--- config.mk ---
export PLATFORM = sky130hd
export DESIGN_NAME = jhash_packer_flat
export DESIGN_NICKNAME = d
export VERILOG_FILES = /design/src/rtl/jhash_packer_if.sv /design/src/rtl/jhash_packer.sv /design/src/flat_wrapper.sv
export SDC_FILE = /design/constraint.sdc
export NUM_CORES = 1
export LEC_CHECK = 0
export CAP_MARGIN = 20
export CELL_PAD_IN_SITES_DETAIL_PLACEMENT = 1
export CELL_PAD_IN_SITES_GLOBAL_PLACEMENT = 2
export CORE_ASPECT_RATIO = 0.75
export CORE_MARGIN = 1.5
export CORE_UTILIZATION = 31
export CTS_CLUSTER_SIZE = 10
export DETAILED_ROUTE_END_ITERATION = 10
export GPL_ROUTABILITY_DRIVEN = 1
export PLACE_DENSITY_LB_ADDON = 0.2
export SYNTH_ARGS = -nofsm -noshare
export SYNTH_HDL_FRONTEND = slang
export SYNTH_SLANG_ARGS = --single-unit
--- constraint.sdc ---
create_clock -name clk -period 5.5 [get_ports clk]
set_input_delay 1.1 -clock clk [delete_from_list [all_inputs] [get_ports clk]]
set_output_delay 1.1 -clock clk [all_outputs]
set_load 0.1 [all_outputs]
--- src/rtl/jhash_packer_if.sv ---
// Word-stream and group-stream signals between a source, the packer and the jhash core.
// The packer uses the slave modport; the source/core side uses master.
interface jhash_packer_if #(
  parameter int CNT_W = 16
);
  logic [31:0]      in_data;
  logic             in_valid;
  logic             in_last;
  logic             in_empty;
  logic             in_ready;
  logic [31:0]      stream_data0;
  logic [31:0]      stream_data1;
  logic [31:0]      stream_data2;
  logic             stream_valid;
  logic             stream_done;
  logic [1:0]       stream_left;
  logic             stream_ack;
  logic             hash_done;
  logic [CNT_W-1:0] word_cnt;
  logic             pack_done;

  modport master (
    output in_data, in_valid, in_last, in_empty, stream_ack, hash_done,
    input  in_ready, stream_data0, stream_data1, stream_data2,
           stream_valid, stream_done, stream_left, word_cnt, pack_done
  );

  modport slave (
    input  in_data, in_valid, in_last, in_empty, stream_ack, hash_done,
    output in_ready, stream_data0, stream_data1, stream_data2,
           stream_valid, stream_done, stream_left, word_cnt, pack_done
  );
endinterface

--- src/rtl/jhash_packer.sv ---
// Packs a 32-bit word stream into triples for the jhash core, with hold-off between groups.
// Optional JHASH_PACK_SWAP_EN: byte-reverse every accepted word before storage.
module jhash_packer #(
  parameter int HOLDOFF = 7,
  parameter int CNT_W   = 16
) (
  input logic           clk,
  input logic           rst,
  jhash_packer_if.slave bus
);

  // state   | meaning
  // S_FILL  | accepting words into slots 0..2
  // S_SEND  | full non-final group presented, waiting for stream_ack
  // S_HOLD  | core loading and mixing; counter runs down to 0
  // S_FINAL | final group presented with stream_done, waiting for hash_done
  // S_END   | message complete, only rst leaves
  typedef enum logic [2:0] {S_FILL, S_SEND, S_HOLD, S_FINAL, S_END} state_t;

  localparam int HOLD_W = $clog2(HOLDOFF + 1);

  state_t           state, state_n;
  logic [1:0]       slot, slot_n;
  logic [31:0]      data0, data1, data2;
  logic [31:0]      data0_n, data1_n, data2_n;
  logic [1:0]       left, left_n;
  logic [HOLD_W-1:0] hold_cnt, hold_cnt_n;
  logic [CNT_W-1:0] word_cnt, word_cnt_n;
  logic             valid_q, done_q, pack_done_q;
  logic             valid_n, done_n, pack_done_n;
  logic [31:0]      word_in;
  logic             accept;

`ifdef JHASH_PACK_SWAP_EN
  assign word_in = {bus.in_data[7:0], bus.in_data[15:8], bus.in_data[23:16], bus.in_data[31:24]};
`else
  assign word_in = bus.in_data;
`endif

  assign accept = bus.in_valid && (state == S_FILL);

  always_comb begin
    state_n     = state;
    slot_n      = slot;
    data0_n     = data0;
    data1_n     = data1;
    data2_n     = data2;
    left_n      = left;
    hold_cnt_n  = hold_cnt;
    word_cnt_n  = word_cnt;
    unique case (state)
      S_FILL: begin
        // A zero-length message only makes sense before any word arrived.
        if (bus.in_empty && (word_cnt == '0)) begin
          state_n = S_FINAL;
          left_n  = 2'd0;
          data0_n = '0;
          data1_n = '0;
          data2_n = '0;
        end else if (accept) begin
          case (slot)
            2'd0:    data0_n = word_in;
            2'd1:    data1_n = word_in;
            default: data2_n = word_in;
          endcase
          slot_n     = slot + 2'd1;
          word_cnt_n = (&word_cnt) ? word_cnt : word_cnt + CNT_W'(1);
          if (bus.in_last) begin
            state_n = S_FINAL;
            left_n  = slot + 2'd1;
          end else if (slot == 2'd2) begin
            state_n = S_SEND;
          end
        end
      end
      S_SEND: begin
        if (bus.stream_ack) begin
          state_n    = S_HOLD;
          slot_n     = 2'd0;
          data0_n    = '0;
          data1_n    = '0;
          data2_n    = '0;
          hold_cnt_n = HOLD_W'(HOLDOFF);
        end
      end
      S_HOLD: begin
        hold_cnt_n = hold_cnt - HOLD_W'(1);
        if (hold_cnt <= HOLD_W'(1)) begin
          state_n    = S_FILL;
          hold_cnt_n = '0;
        end
      end
      S_FINAL: begin
        if (bus.hash_done) begin
          state_n = S_END;
          left_n  = 2'd0;
        end
      end
      S_END: begin
        state_n = S_END;
      end
      default: begin
        state_n = S_FILL;
      end
    endcase
    valid_n     = (state_n == S_SEND) || (state_n == S_FINAL);
    done_n      = (state_n == S_FINAL);
    pack_done_n = (state_n == S_END);
  end

  always_ff @(posedge clk or posedge rst) begin
    if (rst) begin
      state       <= S_FILL;
      slot        <= 2'd0;
      data0       <= '0;
      data1       <= '0;
      data2       <= '0;
      left        <= 2'd0;
      hold_cnt    <= '0;
      word_cnt    <= '0;
      valid_q     <= 1'b0;
      done_q      <= 1'b0;
      pack_done_q <= 1'b0;
    end else begin
      state       <= state_n;
      slot        <= slot_n;
      data0       <= data0_n;
      data1       <= data1_n;
      data2       <= data2_n;
      left        <= left_n;
      hold_cnt    <= hold_cnt_n;
      word_cnt    <= word_cnt_n;
      valid_q     <= valid_n;
      done_q      <= done_n;
      pack_done_q <= pack_done_n;
    end
  end

  assign bus.in_ready     = (state == S_FILL);
  assign bus.stream_data0 = data0;
  assign bus.stream_data1 = data1;
  assign bus.stream_data2 = data2;
  assign bus.stream_valid = valid_q;
  assign bus.stream_done  = done_q;
  assign bus.stream_left  = left;
  assign bus.word_cnt     = word_cnt;
  assign bus.pack_done    = pack_done_q;

endmodule

--- src/flat_wrapper.sv ---
// flat-port wrapper written by rule: the top's interface ports become plain ports
module jhash_packer_flat 
#(
  parameter int HOLDOFF = 7,
  parameter int CNT_W   = 16
)
  (clk, rst, bus_in_data, bus_in_valid, bus_in_last, bus_in_empty, bus_stream_ack, bus_hash_done, bus_in_ready, bus_stream_data0, bus_stream_data1, bus_stream_data2, bus_stream_valid, bus_stream_done, bus_stream_left, bus_word_cnt, bus_pack_done);
  jhash_packer_if #(.CNT_W(CNT_W)) bus_i ();
  input logic clk;
  input logic rst;
  input wire logic [$bits(bus_i.in_data)-1:0] bus_in_data;
  input wire logic [$bits(bus_i.in_valid)-1:0] bus_in_valid;
  input wire logic [$bits(bus_i.in_last)-1:0] bus_in_last;
  input wire logic [$bits(bus_i.in_empty)-1:0] bus_in_empty;
  input wire logic [$bits(bus_i.stream_ack)-1:0] bus_stream_ack;
  input wire logic [$bits(bus_i.hash_done)-1:0] bus_hash_done;
  output wire logic [$bits(bus_i.in_ready)-1:0] bus_in_ready;
  output wire logic [$bits(bus_i.stream_data0)-1:0] bus_stream_data0;
  output wire logic [$bits(bus_i.stream_data1)-1:0] bus_stream_data1;
  output wire logic [$bits(bus_i.stream_data2)-1:0] bus_stream_data2;
  output wire logic [$bits(bus_i.stream_valid)-1:0] bus_stream_valid;
  output wire logic [$bits(bus_i.stream_done)-1:0] bus_stream_done;
  output wire logic [$bits(bus_i.stream_left)-1:0] bus_stream_left;
  output wire logic [$bits(bus_i.word_cnt)-1:0] bus_word_cnt;
  output wire logic [$bits(bus_i.pack_done)-1:0] bus_pack_done;
  assign bus_i.in_data = bus_in_data;
  assign bus_i.in_valid = bus_in_valid;
  assign bus_i.in_last = bus_in_last;
  assign bus_i.in_empty = bus_in_empty;
  assign bus_i.stream_ack = bus_stream_ack;
  assign bus_i.hash_done = bus_hash_done;
  assign bus_in_ready = bus_i.in_ready;
  assign bus_stream_data0 = bus_i.stream_data0;
  assign bus_stream_data1 = bus_i.stream_data1;
  assign bus_stream_data2 = bus_i.stream_data2;
  assign bus_stream_valid = bus_i.stream_valid;
  assign bus_stream_done = bus_i.stream_done;
  assign bus_stream_left = bus_i.stream_left;
  assign bus_word_cnt = bus_i.word_cnt;
  assign bus_pack_done = bus_i.pack_done;
  jhash_packer #(.HOLDOFF(HOLDOFF), .CNT_W(CNT_W)) u_core (.clk(clk), .rst(rst), .bus(bus_i));
endmodule
After elaboration in Yosys (flattened, before gate mapping)
Index checks and enable logic that the tools add are counted. Widths: inputs -> output; s select.

Register bits: 125. Input bits: 39. Output and inout port bits: 118. Logic and storage cells: 86.

Add/sub/neg operators: 3. $lt $le $gt $ge: 1. Equality and inequality tests: 18. Multiplexer cells: 33. Bitwise gates (word level): 2. Reduce and logical (&&, ||, !) cells: 18.

Operators with widths (number): $mux 32 (10); $pmux 32 s2 (3); $mux 3 (9); $reduce_and 4->1 (6); $add 16x1->16 const B (1); $logic_not 16->1 (1); $reduce_and 16->1 (1); $pmux 3 s5 (1); $mux 2 (7); $eq 3x2->1 const B (3); $ne 3x1->1 const B (3); $pmux 2 s2 (2); $eq 3x1->1 const B (2); $eq 3x3->1 const B (2); $ne 2x2->1 const B (3); $ne 3x2->1 const B (2); $pmux 3 s2 (1); $reduce_bool 2->1 (3); $le 3x1->1 const B (1); $logic_not 3->1 (1); $sub 3x1->3 const B (1); $add 2x1->2 const B (1); $eq 2x1->1 const B (1); $eq 2x2->1 const B (1); other kinds (7) (9).

Depth between registers and ports, before layout
Gate-level depths: netlist of run 1.

Depth after elaboration: 8. Gate-level depth with buffers: 8. Mapped depth without buffers: 6.

Worst setup path before layout of run 1
No wires, ideal clock.

Path type: register to register. Start point: register u_core.word_cnt[0], in the netlist u_core.bus.word_cnt[0]. End point: register u_core.word_cnt[1], in the netlist u_core.bus.word_cnt[1]. Library setup time: 0.126 ns. Arrival time: 2.542 ns. Required time: 5.374 ns. Path slack: 2.832 ns. Stages on the path, launching flop included: 8. Buffers on the path: 1. Period minus slack after synthesis: 2.668 ns. Cell sequence: dfrtp_1 inv_1 ha_1 nor4b_2 a41o_1 buf_2 nor3_1 mux2_2.

Word-level cells in the longest chain between the ends: 4. Elaborated cells on any way between the ends: 7. Those cells by class: 1 x add/sub; 2 x bitwise; 4 x reduce/logical.

RTL lines: from (decl) (RTL line jhash_packer.sv:28) `logic [CNT_W-1:0] word_cnt, word_cnt_n;`; from (signal assigned) (RTL line jhash_packer.sv:132) `word_cnt <= word_cnt_n;`; parallel branches: the longest is 4 deep, another holds $add 16x1->16.

Parallel ways; which one is timed is not known. A chain may end at the register's enable or synchronous reset.

Final worst setup path of run 1
Start point: register u_core.state[1]. End point: output port bus_in_ready.

Word-level cells in the longest chain between the ends: 1.

RTL lines: from (decl) (RTL line jhash_packer.sv:22) `state_t state, state_n;`; from (signal assigned) (RTL line jhash_packer.sv:125) `state <= state_n;`; $logic_not 3->1 (RTL line jhash_packer.sv:139) `assign bus.in_ready = (state == S_FILL);`; to (decl) (RTL line flat_wrapper.sv:17) `output wire logic [$bits(bus_i.in_ready)-1:0] bus_in_ready;`.

Every way passes these cells.

==> impl_metrics.env, run 1 <==
export IMPL_holdBufCountCts=0
export IMPL_die_width_um=153
export IMPL_grt_pass1_vias=4264
export IMPL_grt_overflow=0
export IMPL_hpwl_um=10700
export IMPL_cp_required_ps=4400
export IMPL_gp_congestion=0.786
export IMPL_yosysWarnings=0
export IMPL_synth_fp_nets=441
export IMPL_initial_core_util=0.322
export IMPL_synth_top_family_by_area="compound AO/OA/AOI/OAI gates"
export IMPL_status="finished, violations left"
export IMPL_postCtsSetupBuffers=0
export IMPL_worst_pin_slew_ps=1040
export IMPL_synth_adder_area_share=0.0167
export IMPL_antenna_found_initial=0
export IMPL_setup_viol=0
export IMPL_wire_per_inst_um=20.8
export IMPL_crit_path_start_kind="register"
export IMPL_finalClockSkew_ps=10.7
export IMPL_place_inst=738
export IMPL_setup_tns_ps=0
export IMPL_stdcell_area_um2=7550
export IMPL_yosys_area_share_simple=0.104
export IMPL_synth_edf_count=0
export IMPL_rsz0062_at_grt="false"
export IMPL_place_area_um2=6920
export IMPL_async_flop_share=1.00
export IMPL_whs_path_depth=1
export IMPL_fin_cells=771
export IMPL_hold_violations=0
export IMPL_cts_buffers=17
export IMPL_ys_flop_type="dfrtp_1"
export IMPL_drt_first_pass_iters=9
export IMPL_num_rows=40
export IMPL_path_clk_slew_ps=60
export IMPL_yosys_cell_types_count=49
export IMPL_synth_xor_area_frac=0.0217
export IMPL_clock_latency_ps=420
export IMPL_synthesis_area_um2=5240
export IMPL_synth_compound_area_frac=0.205
export IMPL_arrival_ps=3010
export IMPL_synth_area_mux_share=0.00645
export IMPL_grtUsageTotal=0.190
export IMPL_finalWirelength_um=16100
export IMPL_drtIter0Drc=277
export IMPL_nets=595
export IMPL_diodes=0
export IMPL_synth_seq_area_share=0.597
export IMPL_timing_worst_setup_path_type="register to output port"
export IMPL_maxCapViolCount=0
export IMPL_vias=4063
export IMPL_fmax_mhz=244
export IMPL_reg2regPathDepth=5
export IMPL_viasPerCell=5.27
export IMPL_slew_headroom=0.307
export IMPL_drc_errors=13
export IMPL_synth_area_per_cell_um2=13.3
export IMPL_h_tree_depth=4
export IMPL_synthCells=395
export IMPL_fin_crit_ps=4110
export IMPL_slew_viol_final=0
export IMPL_io_pins=157
export IMPL_synth_ff_latch_count=125
export IMPL_grt_max_degree=59
export IMPL_violations="DRC"
export IMPL_floorplan_die_height_um=116
export IMPL_final_antenna_net_count=0
export IMPL_cts_tree="done"
export IMPL_min_period_over_period=0.746
export IMPL_cts_root_buffer="clkbuf_16"
export IMPL_dieArea_um2=17700
export IMPL_core_um2=16300
export IMPL_grt_pass1_wl_um=25500
export IMPL_ctsResizeCount=0
export IMPL_cts_num_sinks=125
export IMPL_critPathMaxFanout=22
export IMPL_hold_class="register to register"
export IMPL_end_kind="output port"
export IMPL_syn2layout_area_growth_pct=44.1
export IMPL_clockBufferDepth=2
export IMPL_r2r_setup_slack_ps=2810
export IMPL_port_buffers=156
export IMPL_final_layout_size_suffix_gt1_frac=0.109
final timing paths:
kind	to	start
min in group asynchronous	u_core.bus.stream_data0[4]	rst
max in group asynchronous	u_core.bus.stream_data2[27]	rst
min reg2reg	u_core.bus.stream_data1[20]	u_core.bus.stream_data1[20]
max	bus_in_ready	u_core.state[1]
max reg2reg	u_core.bus.stream_data2[24]	u_core.state[1]
min	u_core.bus.stream_data1[20]	u_core.bus.stream_data1[20]
per-stage QoR:
stage	hold slack (ps)	worst slack, ps	utilization
after detailed placement	489	1890	0.425
after global placement	487	1940	0.425
final	502	1390	0.464
after floorplan	485	1070	-
after CTS	508	1390	0.462
after global routing	520	1310	0.464
registers in the layout (all words and copies together), names as in the netlist:
register and cells:
u_core.bus.stream_data0 32, u_core.bus.stream_done 1, u_core.slot 2, u_core.bus.word_cnt 16
u_core.bus.pack_done 1, u_core.bus.stream_valid 1, u_core.hold_cnt 3, u_core.bus.stream_left 2
u_core.bus.stream_data2 32, u_core.bus.stream_data1 32, u_core.state 3
layout make-up:
type	count	area (um2)
fillers	1669	8720
flip-flops and latches	125	3130
multi-input cells	230	1880
repair buffers	164	1650
well taps	210	263
clock buffers	21	450
clock inverters	10	140
inverters	11	43.8
cells in the final DEF, fill, tap and decap left out, drive strengths merged, types with 4 or more instances in the layout:
cell type and instances:
nand2 17, xor2 12, nor3 7, clkdlybuf4s50 156
nor4 13, a21oi 4, clkbuf 21, buf 8
o21ai 6, ha 7, nand4 8, nand3 7
nor2 11, and4 4, inv 12, dfrtp 125
a22o 96
cell families after synthesis:
kind of cell / Yosys count
XOR/XNOR: 13
AO/OA/AOI/OAI: 123
flip-flops: 125
AND/OR/NAND/NOR: 84
buffers and inverters: 40
multiplexers: 3
adder cells (fa/ha/maj): 7
routing by layer:
| layer | wire (um) | GRT usage | share of wire | vias up |
|---|---|---|---|---|
| met2 | 7100 | 0.282 | 0.44 | 107 |
| met1 | 7810 | 0.265 | 0.49 | 2126 |
| met3 | 979 | 0.0625 | 0.061 | 13 |
| met4 | 166 | 0.0549 | 0.010 | 0 |
| li1 | - | - | - | 1817 |
| met5 | 0 | 0 | 0 | - |
worst max-delay path, stage by stage, from the launching register on:
cell and delay, ps:
dfrtp_1 520, or3_4 600, inv_1 250, clkdlybuf4s50_1 1200
Yosys cell counts, drive strengths merged (2+ instances only):
master	number	share of area
a21o	2	0.0029
a21oi	4	0.0038
a22o	96	0.16
a32o	3	0.0057
and3	3	0.0036
and4	4	0.0072
buf	25	0.038
clkbuf	4	0.0029
dfrtp	125	0.60
ha	7	0.017
inv	11	0.0079
mux2	3	0.0064
nand2	17	0.012
nand2b	2	0.0024
nand3	7	0.0067
nand3b	2	0.0029
nand4	8	0.0096
nor2	11	0.0079
nor2b	2	0.0024
nor3	7	0.0086
nor4	13	0.025
nor4b	3	0.0074
o21ai	6	0.012
o22ai	2	0.0024
or3	2	0.0033
xor2	12	0.020
Power of run 1 is left out: the tool's default activity adds up to more than one toggle a clock period on the data nets, which glitch-free logic cannot reach.
==> run 2: changes to the inputs <==
- clock period: 5.5 -> 4.2 ns (I/O delays scaled with it)
==> run 2 against run 1 <==
Effect of this change:
- the run still ends with DRC left
- worst setup slack worse by 200 ps
- hold slack better by 2.8 ps
- count of clock-buffer cells in the layout is the same
- clock skew decreased by 1.4 ps
- register-to-register slack got worse by 1300 ps
- sequential cell count stayed put
- first-iteration DRC count is 9.7% lower
- critical path depth unchanged
- non-clock buffer count is the same
- die area stayed put
- via count rose by 0.15%
==> impl_metrics.env, run 2 (synthesis gave the netlist of run 1 again) <==
export IMPL_status="finished, violations left"
export IMPL_violations="DRC"
export IMPL_final_cell_mix="clkdlybuf4s50_1 (155), dfrtp_1 (125), a22o_1 (96), nand2_1 (17), clkbuf_16 (17)"
export IMPL_nets=595
export IMPL_area_sequential_um2=3130
export IMPL_worst_pin_slew_ps=1080
export IMPL_core_um2=16300
export IMPL_drtIter0Drc=250
export IMPL_final_layout_size_suffix_gt1_frac=0.112
export IMPL_crit_path_start_kind="register"
export IMPL_setup_viol=0
export IMPL_dieArea_um2=17700
export IMPL_grtUsageTotal=0.191
export IMPL_critPathMaxFanout=22
export IMPL_cts_buffers=17
export IMPL_hold_violations=0
export IMPL_path_clk_slew_ps=60
export IMPL_clock_latency_ps=410
export IMPL_io_pins=157
export IMPL_setup_tns_ps=0
export IMPL_postCtsSetupBuffers=0
export IMPL_vias=4069
export IMPL_fin_crit_ps=3000
export IMPL_grt_max_degree=43
export IMPL_grt_pass1_vias=4274
export IMPL_syn2layout_area_growth_pct=44.7
export IMPL_end_kind="output port"
export IMPL_slew_headroom=0.279
export IMPL_drt_first_pass_iters=9
export IMPL_cts_root_buffer="clkbuf_16"
export IMPL_gp_congestion=0.769
export IMPL_grt_overflow=0
export IMPL_hold_ws_ps=504
export IMPL_h_tree_depth=4
export IMPL_final_antenna_net_count=0
export IMPL_finalWirelength_um=16100
export IMPL_cts_tree="done"
export IMPL_hpwl_um=10800
export IMPL_multiInputGateArea_um2=1880
export IMPL_port_buffers=156
export IMPL_min_period_over_period=0.715
export IMPL_floorplan_die_height_um=116
export IMPL_wire_per_inst_um=20.8
export IMPL_holdBufCountCts=0
export IMPL_finalClockSkew_ps=9.26
export IMPL_ctsResizeCount=0
export IMPL_rsz0062_at_grt="false"
export IMPL_antenna_found_initial=0
export IMPL_initial_core_util=0.322
export IMPL_slew_viol_final=0
export IMPL_die_width_um=153
export IMPL_drc_errors=26
export IMPL_num_rows=40
export IMPL_fmax_mhz=333
export IMPL_hold_class="register to register"
export IMPL_viasPerCell=5.26
export IMPL_cp_required_ps=3360
export IMPL_final_common_cell="clkdlybuf4s50_1"
export IMPL_arrival_ps=2160
export IMPL_maxCapViolCount=0
export IMPL_clockBufferDepth=2
export IMPL_grt_pass1_wl_um=25800
export IMPL_cts_num_sinks=125
export IMPL_fillerInstances=1679
export IMPL_timing_worst_setup_path_type="register to output port"
[run 2: cell types whose count changed in the layout (fill, tap and decap cells not counted), moves of 2 or more]
cell / delta
buf_12: -2
buf_4: +2
bufinv_16: +2
clkinvlp_4: -2
[run 2: area by class of cell]
cell class / instances / area share
antenna: 1 / 0.000330
timing repair buffer: 164 / 0.214
tap: 210 / 0.0347
inverter: 11 / 0.00578
multi-input combinational: 230 / 0.248
sequential: 125 / 0.413
clock inverter: 11 / 0.0251
clock buffer: 21 / 0.0594
[run 2: worst max-delay path: stages (launching register included)]
cell	delay [ps]
dfrtp_1	530
or3_4	590
inv_1	270
buf_4	350
[run 2: worst paths after layout]
path	to	depth (start not counted)	slack, ps	startpoint
min in group asynchronous	u_core.bus.stream_data0[4]	2	820	rst
max in group asynchronous	u_core.bus.stream_data0[2]	3	2420	rst
setup reg to reg	u_core.bus.stream_data2[12]	5	1470	u_core.state[0]
setup / recovery	bus_in_ready	3	1200	u_core.state[0]
hold / removal	u_core.bus.stream_data2[8]	1	500	u_core.bus.stream_data2[8]
hold reg to reg	u_core.bus.stream_data2[8]	1	500	u_core.bus.stream_data2[8]
[run 2: through the flow]
| stage | setup slack [ps] | util | instance area [um2] | cells |
|---|---|---|---|---|
| after floorplan | 32.4 | - | 5240 | 395 |
| after global placement | 965 | 0.426 | 6920 | 739 |
| after detailed placement | 907 | 0.426 | 6920 | 739 |
| after CTS | 1160 | 0.465 | 7560 | 771 |
| after global routing | 1080 | 0.466 | 7580 | 772 |
| final | 1200 | 0.466 | 7580 | 773 |
[run 2: per-layer routing]
metal	vias to the layer above	wire, um	global-route usage
li1	1811	-	-
met1	2126	7670	0.270
met2	125	7310	0.284
met3	7	979	0.0565
met4	0	114	0.0569
met5	-	0	0
Power of run 2 is left out for the same reason.
==> run 3: changes to the inputs <==
- CORE_UTILIZATION: 31 -> 28
- clock period: 4.2 -> 2.7 ns (I/O delays scaled with it)
==> run 3 against run 2 <==
Effect of this change:
- the run now ends clean
- clock skew shrank 1.7 ps
- largest cell class unchanged
- die area grew 10%
- count of clock-buffer cells in the layout shrank 4
==> impl_metrics.env, run 3 (synthesis gave the netlist of run 1 again) <==
export IMPL_cts_num_sinks=125
export IMPL_min_period_over_period=0.880
export IMPL_setup_viol=0
export IMPL_finalWirelength_um=15900
export IMPL_grt_max_degree=46
export IMPL_rsz0062_at_grt="false"
export IMPL_ctsResizeCount=0
export IMPL_floorplan_die_height_um=121
export IMPL_timing_worst_setup_path_type="register to register"
export IMPL_setup_tns_ps=0
export IMPL_drc_errors=0
export IMPL_fin_crit_ps=2380
export IMPL_antenna_found_initial=0
export IMPL_end_kind="register"
export IMPL_cts_buffers=17
export IMPL_worstHoldStart="u_core.bus.stream_data1[31]"
export IMPL_gp_congestion=0.787
export IMPL_syn2layout_area_growth_pct=41.5
export IMPL_final_common_cell="buf_4"
export IMPL_wire_per_inst_um=19.6
export IMPL_diodes=0
export IMPL_arrival_ps=2730
export IMPL_grt_pass1_wl_um=25000
export IMPL_viasPerCell=5.00
export IMPL_hold_class="register to register"
export IMPL_grt_pass1_vias=4168
export IMPL_hold_violations=0
export IMPL_critPathLaunch="u_core.bus.word_cnt[0]"
export IMPL_slew_viol_final=0
export IMPL_grt_overflow=0
export IMPL_cts_root_buffer="clkbuf_16"
export IMPL_clock_latency_ps=420
export IMPL_hpwl_um=11000
export IMPL_die_width_um=161
export IMPL_drt_first_pass_iters=4
export IMPL_stdcell_area_um2=7410
export IMPL_holdBufCountCts=0
export IMPL_place_inst=784
export IMPL_dieArea_um2=19500
export IMPL_final_antenna_net_count=0
export IMPL_clockBufferDepth=2
export IMPL_regToRegStartpoint="u_core.bus.word_cnt[0]"
export IMPL_drtIter0Drc=246
export IMPL_path_clk_slew_ps=60
export IMPL_fin_cells=815
export IMPL_slew_headroom=0.302
export IMPL_num_rows=43
export IMPL_postCtsSetupBuffers=0
export IMPL_cts_tree="done"
export IMPL_hold_ws_ps=505
export IMPL_worst_pin_slew_ps=1040
export IMPL_initial_core_util=0.285
export IMPL_cp_required_ps=3050
export IMPL_maxCapViolCount=0
export IMPL_place_area_um2=6810
export IMPL_final_cell_mix="buf_4 (127), dfrtp_1 (125), a22o_1 (96), clkdlybuf4s50_1 (38)"
export IMPL_critPathMaxFanout=32
export IMPL_fmax_mhz=421
export IMPL_vias=4074
export IMPL_core_um2=18400
export IMPL_h_tree_depth=4
export IMPL_crit_path_start_kind="register"
export IMPL_finalClockSkew_ps=7.60
export IMPL_io_pins=157
export IMPL_final_layout_size_suffix_gt1_frac=0.333
export IMPL_status="completed"
export IMPL_grtUsageTotal=0.167
export IMPL_nets=602
export IMPL_port_buffers=156
[run 3: cell types whose count changed in the layout (fill, tap and decap cells not counted), moves of 2 or more]
cell	change
buf_12	+6
buf_4	+119
bufinv_16	-2
clkbuf_1	-3
clkdlybuf4s50_1	-117
clkinv_4	+3
[run 3: per-stage QoR]
step / utilization / setup slack (ps)
floorplan: - / 32.0
finish: 0.403 / 323
CTS: 0.403 / 251
global placement: 0.370 / 92.0
global route: 0.403 / 138
detailed placement: 0.370 / 39.9
[run 3: path summary, 6_finish.rpt]
| check | end | slack, ps | cells after the start |
|---|---|---|---|
| worst max-delay path | u_core.bus.stream_data0[26] | 320 | 6 |
| worst min-delay path | u_core.bus.stream_data1[31] | 510 | 1 |
| worst max register to register | u_core.bus.stream_data0[26] | 320 | 6 |
| worst min register to register | u_core.bus.stream_data1[31] | 510 | 1 |
| max in group asynchronous | u_core.bus.stream_data2[24] | 1530 | 3 |
| min in group asynchronous | u_core.bus.stream_data1[5] | 540 | 2 |
[run 3: area by class of cell]
cell class              count  area [um2]
clock buffers              17         425
clock inverters            14         170
fillers                  1973       11000
inverters                  11        45.0
multi-input cells         230        1880
flip-flops and latches    125        3130
well taps                 247         309
repair buffers            171        1450
[run 3: metal layers]
| metal | global-route usage | routed length, um | vias up |
|---|---|---|---|
| met3 | 0.0407 | 904 | 12 |
| met2 | 0.235 | 7010 | 142 |
| met1 | 0.247 | 7850 | 2096 |
| li1 | - | - | 1824 |
| met4 | 0.0590 | 175 | 0 |
| met5 | 0 | 0 | - |
[run 3: worst max-delay path, stage by stage (launching register included)]
cell	delay [ps]
dfrtp_1	410
inv_1	90
ha_1	220
nor4b_2	170
and4_4	290
o21ai_4	840
a22o_1	280
Power of run 3 is left out for the same reason.
==> edit 1, RTL diff (flow settings as in run 2) <==
`CNT_W` is set to 16 in 3 places; all go to 24.
--- a/src/rtl/jhash_packer_if.sv
+++ b/src/rtl/jhash_packer_if.sv
@@ -1,7 +1,7 @@
 // Word-stream and group-stream signals between a source, the packer and the jhash core.
 // The packer uses the slave modport; the source/core side uses master.
 interface jhash_packer_if #(
-  parameter int CNT_W = 16
+  parameter int CNT_W = 24
 );
   logic [31:0]      in_data;
   logic             in_valid;
--- a/src/rtl/jhash_packer.sv
+++ b/src/rtl/jhash_packer.sv
@@ -2,7 +2,7 @@
 // Optional JHASH_PACK_SWAP_EN: byte-reverse every accepted word before storage.
 module jhash_packer #(
   parameter int HOLDOFF = 7,
-  parameter int CNT_W   = 16
+  parameter int CNT_W   = 24
 ) (
   input logic           clk,
   input logic           rst,
--- a/src/flat_wrapper.sv
+++ b/src/flat_wrapper.sv
@@ -2,7 +2,7 @@
 module jhash_packer_flat 
 #(
   parameter int HOLDOFF = 7,
-  parameter int CNT_W   = 16
+  parameter int CNT_W   = 24
 )
   (clk, rst, bus_in_data, bus_in_valid, bus_in_last, bus_in_empty, bus_stream_ack, bus_hash_done, bus_in_ready, bus_stream_data0, bus_stream_data1, bus_stream_data2, bus_stream_valid, bus_stream_done, bus_stream_left, bus_word_cnt, bus_pack_done);
   jhash_packer_if #(.CNT_W(CNT_W)) bus_i ();
Interface: changed (resized bus_word_cnt); port bits go from 157 to 165. The function was not compared with the original's and may differ.
==> edit 1 against run 2 <==
- final area grew 13%
- clock skew grew 0.0050 ns
- synthesized area grew 16%
- via count grew 11%
- wire length grew 8.6%
- global-route usage shrank 1.3 points
- sequential cell count grew 8
- worst setup slack gained 0.036 ns
- critical endpoint is now bus_word_cnt[7]
Power is left out: the tool's default activity adds up to more than one toggle a clock period on the data nets, which glitch-free logic cannot reach.
==> edit 1: results (changes against run 2) <==
| Metric | Value |
|---|---|
| Run status | `complete, no violations` |
| Number of iterations in the first detailed-routing pass | `4 (-5)` |
| Crit path largest cell delay | `1.19 ns (+0.60 ns)` |
| Wire length of the first global-routing pass | `27800 microns (+7.7%)` |
| Register-to-register path setup slack | `1.51 ns (+0.04 ns)` |
| Compound-cell area share of the yosys netlist | `0.0911 (-0.114)` |
| Initial drt markers | `229 (-8.4%)` |
| Placer's final routability congestion estimate | `0.770 (+0.17%)` |
| FF-to-FF Start | `u_core.bus.word_cnt[0]` |
| Half-perimeter wire length of the detailed placement result | `12100 microns (+12%)` |
| Latest clock arrival within the worst-skew pair | `0.42 ns` |
| Highest-delay cell along the critical path | `sky130_fd_sc_hd__clkdlybuf4s50_1` |
| Syn_nets | `555 (+26%)` |
| Buffers on Ports | `164 (+5.1%)` |
| Measured slew at the worst slew-check pin | `1.09 ns (+0.0171 ns)` |
| Critical path origin | `u_core.bus.word_cnt[7]` |
| Min-delay src | `u_core.bus.stream_data0[5]` |
| Largest fanout on the critical path | `7 (-68%)` |
| Tot GR Track Use | `0.178 (-0.0134)` |
| Filler Cells Inserted | `2065 (+23%)` |
| Synth top area cells | `sky130_fd_sc_hd__dfrtp_1, sky130_fd_sc_hd__mux2i_1, sky130_fd_sc_hd__a32o_1` |
| Antenna diode count | `0 (-1)` |
| Number of levels the H-tree was split into | `4 (unchanged)` |
| Hold EP | `u_core.bus.stream_data0[5]` |
| Drt via density | `4.81 (-8.5%)` |
| Fraction of layout instances using a drive strength above 1 | `0.113 (+0.00127)` |
| Pin count of the biggest net entering global routing | `52 (+21%)` |
| Nets | `721 (+21%)` |
| Synthesized-area fraction occupied by adder cells | `0.0144 (-0.00232)` |
| Terminus of the critical flop-to-flop path | `u_core.bus.stream_data1[14]` |
| Top cell types by occurrence after synthesis | `sky130_fd_sc_hd__dfrtp_1, sky130_fd_sc_hd__inv_1, sky130_fd_sc_hd__mux2i_1` |
| Signal arrival time at the worst endpoint | `2.13 ns (-0.03 ns)` |
| Worst clock skew | `0.0142 ns (+0.00496 ns)` |
| Sequential fraction of the synthesis area | `0.547 (-0.0500)` |
| Fraction of synthesized area in multiplexers | `0.110 (+0.103)` |
| Family with the most delay on the worst path | `buffers and inverters` |
| Drt wl/cell | `18.6 microns (-11%)` |
| Via count of the first global-routing pass | `4887 (+14%)` |
| Number of cells upsized or downsized after cts | `0 (unchanged)` |
| Synthesized-area fraction occupied by xor and xnor cells | `0.0331 (+0.0114)` |
| Worst r2r path cells | `8 (+3)` |
-- edit 1: changes by cell type in the layout (fill, tap and decap cells not counted), sizes merged, moves of 6 or more --
cell,run 2,this run
xor2,12,18
mux2i,0,64
clkdlybuf4s50,155,163
nand3,7,16
nand2,17,46
inv,11,76
a22o,96,0
a32o,3,35
dfrtp,125,133
nor3,7,14
-- edit 1: metal layers --
layer  part of all wire  track usage  vias to the layer above
met5                  0            0                        -
met4              0.015       0.0625                        0
met3              0.059       0.0480                       17
met2               0.46        0.272                      103
met1               0.46        0.241                     2308
li1                   -            -                     2102
-- edit 1: cell type report --
cell class | instances | area share
clock inverters | 14 | 0.0178
multi-input cells | 276 | 0.267
inverters | 75 | 0.0333
flip-flops and latches | 133 | 0.389
well taps | 253 | 0.0370
repair buffers | 172 | 0.204
clock buffers | 18 | 0.0513
-- edit 1: worst max path at each step --
stage / end / cells past startpoint
after floorplan: u_core.bus.stream_data2[0] / 8
after global placement: u_core.bus.stream_data0[26] / 6
after detailed placement: u_core.bus.stream_data0[8] / 6
after CTS: bus_word_cnt[14] / 1
after global routing: bus_word_cnt[2] / 1
final: bus_word_cnt[7] / 1
-- edit 1: through the flow --
stage | area [sq um] | std cells | util | hold WS (ns) | worst slack (ns)
2_1_floorplan | 6090 | 509 | - | 0.472 | 1.54
3_3_place_gp | 7950 | 908 | 0.412 | 0.473 | 1.12
3_5_place_dp | 7950 | 908 | 0.412 | 0.480 | 1.06
4_1_cts | 8540 | 940 | 0.443 | 0.494 | 1.20
5_1_grt | 8560 | 941 | 0.444 | 0.523 | 1.17
6_report | 8560 | 941 | 0.444 | 0.491 | 1.23
==> edit 2, RTL diff (flow settings as in run 2) <==
Made on the original files. Reset style: synchronous (`rst`), changed in one clocked block.
--- a/src/rtl/jhash_packer.sv
+++ b/src/rtl/jhash_packer.sv
@@ -108,7 +108,7 @@
     pack_done_n = (state_n == S_END);
   end
 
-  always_ff @(posedge clk or posedge rst) begin
+  always_ff @(posedge clk) begin
     if (rst) begin
       state       <= S_FILL;
       slot        <= 2'd0;
Behaviour: differs if rst is asserted again (counterexample within 4 cycles, from zero or initial values and one cycle with rst high); with rst held inactive, the same outputs for 4 cycles.
==> edit 2 against run 2 <==
- cell count increased by 0.78%
- critical endpoint unchanged
- worst setup slack got worse by 0.42 ns
- sequential cell count unchanged
- synthesized area decreased by 13%
- wire length decreased by 8.3%
- highest routed layer unchanged
- clock skew decreased by 0.0026 ns
- final area decreased by 8.4%
==> edit 2: results (changes against run 2) <==
| Metric | Value |
|---|---|
| Half-perimeter wire length of the detailed placement result | `10300 microns (-4.4%)` |
| Fraction of layout instances using a drive strength above 1 | `0.0984 (-0.0137)` |
| Terminus of the critical flop-to-flop path | `u_core.bus.stream_data0[19]` |
| Via count of the first global-routing pass | `4071 (-4.7%)` |
| Signal arrival time at the worst endpoint | `2.58 ns (+0.42 ns)` |
| Place WS | `1.00 ns (+0.0956 ns)` |
| Hold EP | `u_core.bus.stream_data2[18]` |
| Filler Cells Inserted | `1578 (-6.0%)` |
| Wire length of the first global-routing pass | `23000 microns (-11%)` |
| Worst clock skew | `0.00663 ns (-0.00264 ns)` |
| Highest-delay cell along the critical path | `sky130_fd_sc_hd__clkdlybuf4s50_1` |
| Antenna diode count | `0 (-1)` |
| Top cell types by occurrence after synthesis | `sky130_fd_sc_hd__dfxtp_1, sky130_fd_sc_hd__a22o_1, sky130_fd_sc_hd__nor2_1` |
| Initial drt markers | `171 (-32%)` |
| Post-synth ARST share | `0 (-1.00)` |
| Crit path largest cell delay | `1.22 ns (+0.63 ns)` |
| Synthesized-area fraction occupied by adder cells | `0.0193 (+0.00253)` |
| Drt wl/cell | `18.9 microns (-9.0%)` |
| Via count | `3967 (-2.5%)` |
| Syn_nets | `457 (+3.6%)` |
| Measured slew at the worst slew-check pin | `1.05 ns (-0.0256 ns)` |
| Hold Slack | `0.473 ns (-0.0309 ns)` |
| Nets | `612 (+2.9%)` |
| Synth top area cells | `sky130_fd_sc_hd__dfxtp_1, sky130_fd_sc_hd__a22o_1, sky130_fd_sc_hd__nor2_1` |
| Run status | `complete, no violations` |
| Fraction of synthesized area in multiplexers | `0.00220 (-0.00425)` |
| Mean area per synthesized cell | `11.1 sq um (-17%)` |
## edit 2: cell types whose count changed after synthesis, moves of 9 or more
cell and delta:
sky130_fd_sc_hd__a21oi_1 +12, sky130_fd_sc_hd__buf_2 +9, sky130_fd_sc_hd__buf_6 -12, sky130_fd_sc_hd__dfrtp_1 -125
sky130_fd_sc_hd__dfxtp_1 +125, sky130_fd_sc_hd__nor2_1 +21
## edit 2: cell type report
cell class | instances | area share
Timing Repair Buffer | 161 | 0.230
Tap cell | 200 | 0.0360
Clock buffer | 20 | 0.0658
Inverter | 8 | 0.00432
Sequential cell | 125 | 0.360
Multi-Input combinational cell | 253 | 0.277
Clock inverter | 12 | 0.0268
## edit 2: per-layer routing
layer | global-route usage | up-vias | wire [microns]
met5 | 0 | - | 0
met4 | 0.0832 | 0 | 244
met3 | 0.0574 | 19 | 849
met2 | 0.287 | 120 | 6420
met1 | 0.278 | 1961 | 7220
li1 | - | 1867 | -
